===== config.mk =====
export PLATFORM = sky130hd
export DESIGN_NAME = vram_arbiter
export DESIGN_NICKNAME = d
export VERILOG_FILES = /design/src/rtl/vga_pkg.sv /design/src/rtl/vram_evt_detect.sv /design/src/rtl/vram_arbiter.sv
export SDC_FILE = /design/constraint.sdc
export NUM_CORES = 1
export LEC_CHECK = 0
export BUFFER_PORTS_ARGS = -buffer_cell sky130_fd_sc_hd__buf_2
export CAP_MARGIN = 25
export CELL_PAD_IN_SITES_DETAIL_PLACEMENT = 2
export CELL_PAD_IN_SITES_GLOBAL_PLACEMENT = 2
export CORE_AREA = 2 2 77 79
export CTS_BUF_LIST = sky130_fd_sc_hd__clkbuf_4 sky130_fd_sc_hd__clkbuf_8
export DETAILED_ROUTE_END_ITERATION = 8
export DIE_AREA = 0 0 79 81
export GPL_ROUTABILITY_DRIVEN = 0
export GPL_TIMING_DRIVEN = 0
export PLACE_DENSITY = 0.73
export RECOVER_POWER = 50
export SYNTH_ARGS = -nofsm -noshare
export SYNTH_HDL_FRONTEND = slang
export SYNTH_SLANG_ARGS = --single-unit

===== constraint.sdc =====
create_clock -name clk -period 1.8 [get_ports clk]
set_input_delay 0.18 -clock clk [delete_from_list [all_inputs] [get_ports clk]]
set_output_delay 0.18 -clock clk [all_outputs]
set_load 0.02 [all_outputs]

===== src/rtl/vga_pkg.sv =====
// Shared definitions for the VRAM arbiter: FSM encoding and default geometry.
package vga_pkg;

    typedef enum logic [1:0] {
        IDLE     = 2'b00,
        DISP_RD  = 2'b01,
        DISP_CAP = 2'b10,
        HOST_WR  = 2'b11
    } arb_state_e;

    localparam int COLS_DEF   = 64;
    localparam int ROWS_DEF   = 48;
    localparam int DATA_W_DEF = 3;

endpackage


===== src/rtl/vram_evt_detect.sv =====
// Flags a display fetch whenever the active pixel coordinate differs from the
// previous cycle's, or the active region has just been entered.
module vram_evt_detect #(
    parameter int HW = 6,
    parameter int VW = 6
) (
    input  logic          clk,
    input  logic          reset,
    input  logic          active,
    input  logic [HW-1:0] hpixel,
    input  logic [VW-1:0] vpixel,
    output logic          disp_evt
);

    logic          prev_active_q;
    logic [HW-1:0] prev_h_q;
    logic [VW-1:0] prev_v_q;

    always_ff @(posedge clk or negedge reset) begin
        if (!reset) begin
            prev_active_q <= 1'b0;
            prev_h_q      <= '0;
            prev_v_q      <= '0;
        end else begin
            prev_active_q <= active;
            prev_h_q      <= hpixel;
            prev_v_q      <= vpixel;
        end
    end

    assign disp_evt = active && (!prev_active_q || hpixel != prev_h_q || vpixel != prev_v_q);

endmodule


===== src/rtl/vram_arbiter.sv =====
// Single-port VRAM arbiter: display reads take strict priority, host writes fill
// the gaps. Define VRAM_ARB_BLANK_EN to blank pix_rgb to 0 outside the active region.
module vram_arbiter
    import vga_pkg::*;
#(
    parameter int COLS   = COLS_DEF,
    parameter int ROWS   = ROWS_DEF,
    parameter int ADDR_W = 12,
    parameter int DATA_W = DATA_W_DEF
) (
    input  logic              clk,
    input  logic              reset,
    input  logic              hdeactivate,
    input  logic              vdeactivate,
    input  logic [5:0]        hpixel,
    input  logic [5:0]        vpixel,
    input  logic              host_valid,
    output logic              host_ready,
    input  logic [ADDR_W-1:0] host_addr,
    input  logic [DATA_W-1:0] host_data,
    output logic              mem_en,
    output logic              mem_we,
    output logic [ADDR_W-1:0] mem_addr,
    output logic [DATA_W-1:0] mem_wdata,
    input  logic [DATA_W-1:0] mem_rdata,
    output logic [DATA_W-1:0] pix_rgb
);

    localparam int COL_W = $clog2(COLS);
    localparam logic [ADDR_W:0] LIMIT = (ADDR_W+1)'(ROWS * COLS);

    arb_state_e        state_q, state_d;
    logic              disp_pend_q, disp_pend_d;
    logic              mem_en_q, mem_en_d;
    logic              mem_we_q, mem_we_d;
    logic [ADDR_W-1:0] mem_addr_q, mem_addr_d;
    logic [DATA_W-1:0] mem_wdata_q, mem_wdata_d;
    logic [DATA_W-1:0] pix_q, pix_d;

    logic              active, disp_evt, host_in_range;
    logic [ADDR_W-1:0] disp_addr;

    assign active        = !hdeactivate && !vdeactivate;
    assign disp_addr     = ADDR_W'({vpixel, hpixel[COL_W-1:0]});
    assign host_in_range = {1'b0, host_addr} < LIMIT;
    assign host_ready    = reset && (state_q == IDLE) && !disp_evt && !disp_pend_q;

    vram_evt_detect #(.HW(6), .VW(6)) u_evt (
        .clk      (clk),
        .reset    (reset),
        .active   (active),
        .hpixel   (hpixel),
        .vpixel   (vpixel),
        .disp_evt (disp_evt)
    );

    // Strobes are computed from the next state so they line up with the
    // registered state: mem_en is high exactly while in DISP_RD or HOST_WR.
    always_comb begin
        state_d     = state_q;
        disp_pend_d = disp_pend_q;
        mem_en_d    = 1'b0;
        mem_we_d    = 1'b0;
        mem_addr_d  = mem_addr_q;
        mem_wdata_d = mem_wdata_q;
        pix_d       = pix_q;
        case (state_q)
            IDLE: begin
                if (disp_evt || disp_pend_q) begin
                    state_d     = DISP_RD;
                    disp_pend_d = 1'b0;
                    mem_en_d    = 1'b1;
                    mem_addr_d  = disp_addr;
                end else if (host_valid && host_ready && host_in_range) begin
                    state_d     = HOST_WR;
                    mem_en_d    = 1'b1;
                    mem_we_d    = 1'b1;
                    mem_addr_d  = host_addr;
                    mem_wdata_d = host_data;
                end
            end
            DISP_RD:  state_d = DISP_CAP;
            DISP_CAP: begin
                state_d = IDLE;
                pix_d   = mem_rdata;
            end
            HOST_WR:  state_d = IDLE;
        endcase
        // Events while busy merge into one pending fetch at the latest coordinate.
        if (state_q != IDLE && disp_evt) disp_pend_d = 1'b1;
`ifdef VRAM_ARB_BLANK_EN
        if (!active) pix_d = '0;
`endif
    end

    always_ff @(posedge clk or negedge reset) begin
        if (!reset) begin
            state_q     <= IDLE;
            disp_pend_q <= 1'b0;
            mem_en_q    <= 1'b0;
            mem_we_q    <= 1'b0;
            mem_addr_q  <= '0;
            mem_wdata_q <= '0;
            pix_q       <= '0;
        end else begin
            state_q     <= state_d;
            disp_pend_q <= disp_pend_d;
            mem_en_q    <= mem_en_d;
            mem_we_q    <= mem_we_d;
            mem_addr_q  <= mem_addr_d;
            mem_wdata_q <= mem_wdata_d;
            pix_q       <= pix_d;
        end
    end

    assign mem_en    = mem_en_q;
    assign mem_we    = mem_we_q;
    assign mem_addr  = mem_addr_q;
    assign mem_wdata = mem_wdata_q;
    assign pix_rgb   = pix_q;

endmodule

==> qor.csv <==
metric;value;unit
run status;complete, but fails checks;
violations in the final reports;negative setup slack;
post-route non-filler standard cell count;263;
layout cell share with drive strength beyond 1;41.0;%
number of enable flip-flop cells after synthesis;0;
wire length of the first global-routing pass;6.89;mm
static leakage;0.00111;uW
via count of the first global-routing pass;1345;
Max-cap violations;0;
top flip-flop cell by instance count after synthesis;sky130_fd_sc_hd__dfrtp_1;
iteration count of the initial detailed-routing pass;2;
insertion delay to the later sink of the worst-skew pair;290;ps
GRT busiest layer;met2;
number of warning messages in the yosys log;0;
reg2reg start;u_evt.prev_v_q[2];
VDD IR-drop max;0.546;mV
number of slew-limit violations in the final report;0;
number of synthesized register bits;36;
Layout area overhead;35.2;%
Inserted Clock Buffers;5;
type of element launching the critical path;register;
worst hold stages;1;
number of ports placed on the die boundary;56;
setup repair after global routing missed its margin;true;
clock sink count;36;
number of cells on the worst reg-to-reg path;8;
post-synthesis sequential area ratio;55.8;%
Tot Pwr;3580;uW
GRT Resource Usage Total;14.5;%
deepest clock path buffer count;2;
Worst Skew;5.40;ps
antenna cells;0;
largest net degree at the start of global routing;37;
die boundary height;81;um
floorplan core area;5680;um^2
relative max-transition margin;40.3;%
CP Data Required Time;1620;ps
overall via count from detail_route;1203;
number of fill cells in the layout;640;
arrival time at the worst endpoint;1950;ps
antenna violations before repair;0;
smallest setup slack after layout;-330;ps
worst flop-to-flop path endpoint;mem_wdata[1];
Port-buffer cells;55;
final routed wire length divided by cell count;16.3;um
clock root buffer;sky130_fd_sc_hd__clkbuf_8;
share of flip-flops with an asynchronous set or reset after synthesis;100;%
slew at the pin closest to its max-slew limit;896;ps
largest fanout on the critical path;2;
worst setup timing slack at the placement stage;-610;ps
clock transition at the register clock pins on the worst setup and hold paths after CTS;70;ps
kind of path behind the tightest hold check;in -> reg;
number of library cell types mapped by synthesis;21;
number of levels in the clock H-tree;2;
CTS tree;done;
global-route met1 utilization;15.9;%
start point of the worst min-delay path;hpixel[5];
met2 GRT Util;27.2;%
portion of synthesized cell area occupied by the leading cell type;55.8;%
total half-perimeter wirelength after legalization and detailed placement;3.20;mm
first-iteration detailed-routing DRC count;23;
synthesized area;1620;um^2
synthesized net count;152;
crit share post-route;118;%
Cells after Synth;117;
remaining antenna violation count after routing;0;
Cell Count Post-Placement;247;
hold worst-path end;u_evt.prev_h_q[5];
most frequent cells in the layout;sky130_fd_sc_hd__buf_2 (44), sky130_fd_sc_hd__dfrtp_1 (36), sky130_fd_sc_hd__mux2i_1 (34);
Fmax achieved;470;MHz
clock period minus worst slack;2130;ps
Avg Synthesized Cell Area;13.8;um^2
WL final;4.29;mm
final number of hold-violating endpoints;0;
number of setup violations in the final report;16;
biggest area contributors in the synthesized netlist;sky130_fd_sc_hd__dfrtp_1 (56%), sky130_fd_sc_hd__mux2i_1 (22%), sky130_fd_sc_hd__xnor2_1 (6.5%);
starting density of the core;28.5;%
row count;28;
met3 global-route usage;3.22;%
critical path endpoint category;output port;
most common cell after layout, fill and taps aside;sky130_fd_sc_hd__buf_2;
net count reported at finish;222;
global route overflow;0;
die area;6400;um^2
final sum of negative setup slack;-2210;ps
area leader, netlist;sky130_fd_sc_hd__dfrtp_1;
total power density per cell area;1640;nW/um^2
x dimension of the die;79;um
vias per std cell;4.57;
classification of the worst setup path;reg -> out;
setup slack on the worst flop-to-flop path;-270;ps
Remaining DRCs;0;
==> cells by family after synthesis <==
kind of cell / synth area share (%)
compound gates: 2.40
simple gates: 6.74
mux: 26.5
buf+inv: 2.09
flops: 55.8
xor+xnor: 6.51
==> where the power goes <==
group,switching [uW],internal [uW]
logic,861,724
clock network,285,426
registers,199,1080
total,1350,2230
==> timing repair <==
action | CTS | global route
buffers inserted | 4 | 2
cloned | 0 | 0
setup endpoints to repair | 17 | 20
hold endpoints to repair | 36 | 0
hold buffers | 2 | 0
gates resized for setup | 4 | 6
pin swaps | 5 | 1
==> Yosys cell counts, types with 2 or more instances <==
cell                      instances
sky130_fd_sc_hd__nor3_1           2
sky130_fd_sc_hd__o31ai_1          2
sky130_fd_sc_hd__buf_2            2
sky130_fd_sc_hd__mux2i_1         36
sky130_fd_sc_hd__dfrtp_1         36
sky130_fd_sc_hd__nand4_1          3
sky130_fd_sc_hd__nand2_1          2
sky130_fd_sc_hd__xnor2_1         12
sky130_fd_sc_hd__nor2_1           5
sky130_fd_sc_hd__mux2_2           6
==> flip-flops by register name (all words and copies together) (netlist names) <==
name	count
disp_pend_q	1
mem_addr	12
mem_en	1
mem_wdata	3
mem_we	1
pix_rgb	3
state_q	2
u_evt.prev_active_q	1
u_evt.prev_h_q	6
u_evt.prev_v_q	6
==> through the flow <==
stage	instance area [um^2]	hold WS (ps)	utilization (%)
2_1_floorplan	1620	-116	-
3_3_place_gp	1990	306	35.0
3_5_place_dp	1990	332	35.0
4_1_cts	2170	31.0	38.3
5_1_grt	2180	29.8	38.5
6_report	2180	41.7	38.5
==> cell type report <==
type | instances | area [um^2] | share of cell area [%]
Tap cell | 75 | 93.8 | 4.30
Inverter | 1 | 3.75 | 0.172
Clock buffer | 6 | 76.3 | 3.50
Buffer | 3 | 30.0 | 1.38
Clock inverter | 2 | 35.0 | 1.60
Sequential cell | 36 | 901 | 41.3
Multi-Input combinational cell | 77 | 701 | 32.1
Timing Repair Buffer | 63 | 343 | 15.7
==> worst max-delay path, stage by stage (launching register included) <==
cell and delay, ps:
sky130_fd_sc_hd__dfrtp_1 380, sky130_fd_sc_hd__xnor2_1 130, sky130_fd_sc_hd__nand3_1 160, sky130_fd_sc_hd__or4_4 560, sky130_fd_sc_hd__o21ai_4 90, sky130_fd_sc_hd__buf_12 120, sky130_fd_sc_hd__and2_4 120, sky130_fd_sc_hd__buf_6 110
==> worst max path at each step <==
stage | startpoint | end | slack, ps | cells after the start
floorplan | u_evt.prev_h_q[5] | host_ready | 7 | 6
global placement | reset | mem_wdata[0] | -510 | 7
CTS | u_evt.prev_h_q[2] | host_ready | -350 | 7
global route | u_evt.prev_h_q[5] | host_ready | -450 | 7
finish | u_evt.prev_v_q[0] | host_ready | -330 | 7
detailed placement | reset | mem_wdata[1] | -610 | 7
==> layer usage <==
layer  part of all wire (%)  vias to the layer above
li1                       -                      559
met1                     40                      603
met2                     54                       35
met3                    4.2                        6
met4                    1.3                        0
met5                      0                        -
Note: power is estimated with default switching activity, not from simulation.
